## src/rtl/arbiter_demux.sv

```systemverilog
// ============================================================================
//  Module   : arbiter_demux
//  Brief    : Receive side of the arbiter slot stream. Acquires frame
//             alignment, rebuilds the SOP/POS pair once per frame and counts
//             sync errors while locked.
//  Revision : 1.0 - initial release
// ============================================================================
`default_nettype none

module arbiter_demux #(
    parameter int SLOTS       = 4,
    parameter int DW          = 8,
    parameter int LOCK_FRAMES = 2,
    parameter int UNLOCK_ERRS = 3
) (
    input  logic          clk,
    input  logic          rst_n,
    input  logic [DW-1:0] in_d,
    input  logic          in_sync,
    output logic [DW-1:0] out_sop,
    output logic [DW-1:0] out_pos,
    output logic          out_valid,
    output logic          locked,
    output logic [7:0]    sync_err_cnt
);

    localparam int c_SW = $clog2(SLOTS);
    localparam int c_GW = $clog2(LOCK_FRAMES + 1);
    localparam int c_EW = $clog2(UNLOCK_ERRS + 1);

    localparam logic [c_SW-1:0] c_LAST_SLOT = c_SW'(SLOTS - 1);
    localparam logic [c_SW-1:0] c_SLOT1     = c_SW'(1);
    localparam logic [c_GW-1:0] c_LOCK      = c_GW'(LOCK_FRAMES);
    localparam logic [c_EW-1:0] c_UNLOCK    = c_EW'(UNLOCK_ERRS);

    typedef enum logic [1:0] {
        S_HUNT    = 2'd0,
        S_CONFIRM = 2'd1,
        S_LOCKED  = 2'd2
    } state_t;

    state_t          r_state;
    logic [DW-1:0]   r_d;
    logic            r_sync;
    logic [c_SW-1:0] r_slot;
    logic [c_GW-1:0] r_good;
    logic [c_EW-1:0] r_err_run;
    logic [DW-1:0]   r_sop_hold;
    logic            r_frame_ok;
    logic [DW-1:0]   r_sop;
    logic [DW-1:0]   r_pos;
    logic            r_valid;
    logic            r_locked;
    logic [7:0]      r_err_cnt;

    logic [c_SW-1:0] w_slot_next;
    logic [c_GW-1:0] w_good_inc;
    logic [c_EW-1:0] w_err_run_inc;
    logic [7:0]      w_err_cnt_inc;
    logic            w_slot0;
    logic            w_slot1;
    logic            w_is_err;
    logic            w_unlock;

    assign w_slot_next   = (r_slot == c_LAST_SLOT) ? '0 : r_slot + c_SW'(1);
    assign w_good_inc    = r_good + c_GW'(1);
    assign w_err_run_inc = r_err_run + c_EW'(1);
    assign w_err_cnt_inc = (r_err_cnt == 8'hFF) ? r_err_cnt : r_err_cnt + 8'd1;
    assign w_slot0       = (r_slot == '0);
    assign w_slot1       = (r_slot == c_SLOT1);

    // While locked, a missing sync at slot 0 and a spurious sync elsewhere are both errors
    assign w_is_err = (w_slot0 && !r_sync) || (!w_slot0 && r_sync);
    assign w_unlock = w_is_err && (w_err_run_inc == c_UNLOCK);

    always_ff @(posedge clk or negedge rst_n) begin
        if (!rst_n) begin
            r_state    <= S_HUNT;
            r_d        <= '0;
            r_sync     <= 1'b0;
            r_slot     <= '0;
            r_good     <= '0;
            r_err_run  <= '0;
            r_sop_hold <= '0;
            r_frame_ok <= 1'b0;
            r_sop      <= '0;
            r_pos      <= '0;
            r_valid    <= 1'b0;
            r_locked   <= 1'b0;
            r_err_cnt  <= '0;
        end else begin
            r_d     <= in_d;
            r_sync  <= in_sync;
            r_valid <= 1'b0;

            case (r_state)
                S_HUNT: begin
                    if (r_sync) begin
                        r_sop_hold <= r_d;
                        r_slot     <= c_SLOT1;
                        r_good     <= c_GW'(1);
                        if (LOCK_FRAMES <= 1) begin
                            r_state    <= S_LOCKED;
                            r_locked   <= 1'b1;
                            r_frame_ok <= 1'b1;
                            r_err_run  <= '0;
                        end else begin
                            r_state <= S_CONFIRM;
                        end
                    end
                end

                S_CONFIRM: begin
                    r_slot <= w_slot_next;
                    if (r_sync && w_slot0) begin
                        r_sop_hold <= r_d;
                        r_good     <= w_good_inc;
                        // The locking frame counts as good, so its pair is emitted
                        if (w_good_inc == c_LOCK) begin
                            r_state    <= S_LOCKED;
                            r_locked   <= 1'b1;
                            r_frame_ok <= 1'b1;
                            r_err_run  <= '0;
                        end
                    end else if (r_sync) begin
                        r_slot     <= c_SLOT1;
                        r_good     <= c_GW'(1);
                        r_sop_hold <= r_d;
                    end else if (w_slot0) begin
                        r_state <= S_HUNT;
                    end
                end

                S_LOCKED: begin
                    r_slot <= w_slot_next;
                    if (w_slot0 && r_sync) begin
                        r_sop_hold <= r_d;
                        r_err_run  <= '0;
                        r_frame_ok <= 1'b1;
                    end else if (w_slot0) begin
                        r_frame_ok <= 1'b0;
                    end

                    if (w_is_err) begin
                        r_err_cnt <= w_err_cnt_inc;
                        if (w_unlock) begin
                            r_state    <= S_HUNT;
                            r_locked   <= 1'b0;
                            r_err_run  <= '0;
                            r_frame_ok <= 1'b0;
                        end else begin
                            r_err_run <= w_err_run_inc;
                        end
                    end

                    if (w_slot1 && r_frame_ok && !w_unlock) begin
                        r_pos   <= r_d;
                        r_sop   <= r_sop_hold;
                        r_valid <= 1'b1;
                    end
                end

                default: begin
                    r_state  <= S_HUNT;
                    r_locked <= 1'b0;
                end
            endcase
        end
    end

    assign out_sop      = r_sop;
    assign out_pos      = r_pos;
    assign out_valid    = r_valid;
    assign locked       = r_locked;
    assign sync_err_cnt = r_err_cnt;

endmodule

`default_nettype wire

```

## config.mk

```make
export PLATFORM = sky130hd
export DESIGN_NAME = arbiter_demux
export DESIGN_NICKNAME = d
export VERILOG_FILES = /design/src/rtl/arbiter_demux.sv
export SDC_FILE = /design/constraint.sdc
export NUM_CORES = 1
export LEC_CHECK = 0
export ABC_CLOCK_PERIOD_IN_PS = 5800
export BUFFER_PORTS_ARGS = -buffer_cell sky130_fd_sc_hd__clkbuf_2
export CORE_ASPECT_RATIO = 0.75
export CORE_MARGIN = 2
export CORE_UTILIZATION = 59
export DETAILED_ROUTE_END_ITERATION = 16
export PLACE_DENSITY = 0.82
export SYNTH_ARGS = -nofsm -noshare
export SYNTH_HDL_FRONTEND = slang
export SYNTH_SLANG_ARGS = --single-unit
```

## constraint.sdc

```tcl
create_clock -name clk -period 5.8 [get_ports clk]
set_clock_uncertainty 0.2 [all_clocks]
set_input_delay 1.16 -clock clk [delete_from_list [all_inputs] [get_ports clk]]
set_output_delay 1.16 -clock clk [all_outputs]
set_load 0.01 [all_outputs]
```

==> flow_metrics.env <==
export IMPL_fin_crit_sh_pct=43.9
export IMPL_grt_max_degree=53
export IMPL_hpwl_mm=3.07
export IMPL_synth_seq_cells=52
export IMPL_clkSlewWorstSetupHoldPaths_ns=0.10
export IMPL_syn_nets=196
export IMPL_start_util_pct=62.0
export IMPL_synth_most_common_cell="dfrtp_1"
export IMPL_synth_area_leaders="dfrtp_1 57%, ha_1 7.1%, mux2_4 5.9%, mux2_2 5.4%, a22o_1 3.1%"
export IMPL_layout_setup_ws_ns=3.25
export IMPL_rsz0062_at_grt="no"
export IMPL_slew_headroom_pct=57.0
export IMPL_cts_resized=0
export IMPL_path_cells="inv_1 -> ha_1 -> inv_1 -> ha_1 -> a21boi_4 -> and3_4 -> mux2_2"
export IMPL_drc=0
export IMPL_max_freq_mhz=392
export IMPL_power_total_mw=1.29
export IMPL_antenna_left=0
export IMPL_cts_buffers=5
export IMPL_drt_first_pass_iters=4
export IMPL_required_ns=5.79
export IMPL_clockBufferDepth=2
export IMPL_core_rowCount=19
export IMPL_tightest_slew_ns=0.640
export IMPL_power_switching_uw=456
export IMPL_cts_hold_buf=0
export IMPL_yosysSeqAreaShare_pct=57.0
export IMPL_cp_max_fo=17
export IMPL_first_iter_violations=159
export IMPL_pwr_share_clk_pct=20.1
export IMPL_final_max_slew_viol_count=0
export IMPL_post_route_util_pct=70.8
export IMPL_p_leak_nw=1.30
export IMPL_sequentialPowerShare_pct=41.2
export IMPL_h_tree_depth=2
export IMPL_min_period_ns=2.55
export IMPL_port_buffers=36
export IMPL_track_usage_pct=22.8
export IMPL_avgSynthCellArea_um2=13.3
export IMPL_r2r_cells=7
export IMPL_finalSetupViolCount=0
export IMPL_antenna_found_initial=0
export IMPL_synth_edf_count=0
export IMPL_swShare_pct=35.3
export IMPL_drt_total_wl_mm=4.38
export IMPL_hold_class="reg -> reg"
export IMPL_gp_congestion=0.860
export IMPL_maxCapViolCount=0
export IMPL_synthFlopType="dfrtp_1"
export IMPL_fin_tns_setup_ns=0
export IMPL_cts_num_sinks=52
export IMPL_num_antenna_cells=0
export IMPL_core_area_um2=3680
export IMPL_chipHeight_um=57.9
export IMPL_rrSetupSlack_ns=3.25
export IMPL_yosys_top_cells_count="52 x dfrtp_1, 13 x ha_1, 12 x nand2_1"
export IMPL_cts_setup_buffers=0
export IMPL_hold_violations=0
export IMPL_seq_area_um2=1300
export IMPL_nets=236
export IMPL_grt_pass1_wl_mm=7.49
export IMPL_cts_tree="built"
export IMPL_crit_slowest_cell="dfrtp_1"
export IMPL_die_x_um=75.8
export IMPL_cts_root_buf="clkbuf_8"
export IMPL_area_growth_syn_to_layout_pct=14.3
export IMPL_multi_input_area_um2=897
export IMPL_die_area_um2=4390
export IMPL_synth_top_cell_area_share_pct=57.0
export IMPL_drive_above_1_share_pct=32.9
export IMPL_status="completed"
export IMPL_vias=1543
export IMPL_critPathLaunchType="flop"
export IMPL_p_int_uw=835
export IMPL_hold_path_depth=1
export IMPL_yosys_area_top_type="dfrtp_1"
export IMPL_async_flop_share_pct=100
export IMPL_synthDistinctLibCells=36
export IMPL_path_class="reg -> reg"
export IMPL_yosys_warnings=0
export IMPL_worstPathArrival_ns=2.54
export IMPL_grt_pass1_vias=1631
export IMPL_vdd_drop_max_mv=0.272
export IMPL_powerDensity_nw_per_um2=495
export IMPL_combPwrFrac_pct=38.7
export IMPL_clock_latency_ns=0.30
export IMPL_via_per_inst=5.82
export IMPL_critPathMaxStageDelay_ns=0.45
export IMPL_fill_cells=253
export IMPL_end_kind="flop"
export IMPL_grt_overflow=0
export IMPL_dpl_worst_slack_ns=3.30
export IMPL_wl_per_cell_um=16.5
export IMPL_syn_area_um2=2280
export IMPL_io_pins=37
export IMPL_postSynthCellCount=172
## final timing paths
check,from,to
max,r_slot[0],out_pos[2]
min,r_d[1],r_sop_hold[1]
max reg2reg,r_slot[0],out_pos[2]
min reg2reg,r_d[1],r_sop_hold[1]
max in group asynchronous,rst_n,sync_err_cnt[6]
min in group asynchronous,rst_n,sync_err_cnt[0]
## routing by layer
layer | vias up | share of wire, % | GRT usage (%)
met5 | - | 0 | 0
met4 | 0 | 1.4 | 7.02
met3 | 7 | 5.4 | 5.91
met2 | 64 | 49 | 36.2
met1 | 775 | 44 | 31.1
li1 | 697 | - | -
## worst max-delay path, delay by kind of cell (launching register included)
family | cells | cell delay, ns
AO/OA/AOI/OAI | 1 | 0.22
adder cells (fa/ha/maj) | 2 | 0.59
buffers and inverters | 2 | 0.20
flip-flops | 1 | 0.45
multiplexers | 1 | 0.38
AND/OR/NAND/NOR | 1 | 0.40
## kinds of logic (layout without fill, tap and decap cells)
logic type / Yosys count / after routing / synth area share [%]
xor gates and xnor gates: 4 / 4 / 1.53
buffers and inverters: 14 / 55 / 3.73
and+or+nand+nor: 30 / 30 / 6.25
DFF: 52 / 52 / 57.0
adders and majority gates: 13 / 13 / 7.12
muxes: 21 / 21 / 11.8
AOI/OAI and AO/OA: 38 / 38 / 12.6
## cell usage in the layout, fill, tap and decap left out, types with 5 or more instances in the layout
cell | netlist | layout
dfrtp_1 | 52 | 52
clkbuf_2 | 0 | 36
ha_1 | 13 | 13
nand2_1 | 12 | 12
mux2_2 | 11 | 11
inv_1 | 10 | 10
mux2_4 | 9 | 9
a22o_1 | 8 | 8
a21oi_1 | 7 | 7
a31oi_1 | 6 | 6
clkbuf_8 | 0 | 6
nor2_1 | 5 | 5
## sequential cells by signal, summed over array words and instances (netlist names)
name and flops:
locked 1, out_pos 8, out_sop 8, out_valid 1
r_d 8, r_err_run 2, r_frame_ok 1, r_good 2
r_slot 2, r_sop_hold 8, r_state 2, r_sync 1
sync_err_cnt 8
## stage by stage
| step | cell area [um^2] | hold slack, ns | std cells |
|---|---|---|---|
| after CTS | 2610 | 0.296 | 265 |
| after detailed placement | 2490 | 0.274 | 257 |
| after global routing | 2610 | 0.320 | 265 |
| final | 2610 | 0.296 | 265 |
| after global placement | 2490 | 0.264 | 257 |
| after floorplan | 2280 | 0.248 | 172 |
## layout make-up
| class | instances | area share, % |
|---|---|---|
| clock buffers | 6 | 3.16 |
| clock inverters | 2 | 1.49 |
| inverters | 10 | 1.44 |
| multi-input cells | 106 | 34.4 |
| flip-flops and latches | 52 | 49.9 |
| well taps | 52 | 2.49 |
| repair buffers | 37 | 7.19 |
## power groups by stage
stage / sequential (mW) / clock (mW) / combinational [mW]
3_3_place_gp: 0.527 / 0 / 0.461
4_1_cts: 0.532 / 0.262 / 0.501
2_1_floorplan: 0.546 / 0 / 0.336
3_5_place_dp: 0.538 / 0 / 0.490
5_1_grt: 0.544 / 0.278 / 0.551
6_report: 0.533 / 0.259 / 0.500
Note: power is estimated with default switching activity, not from simulation.
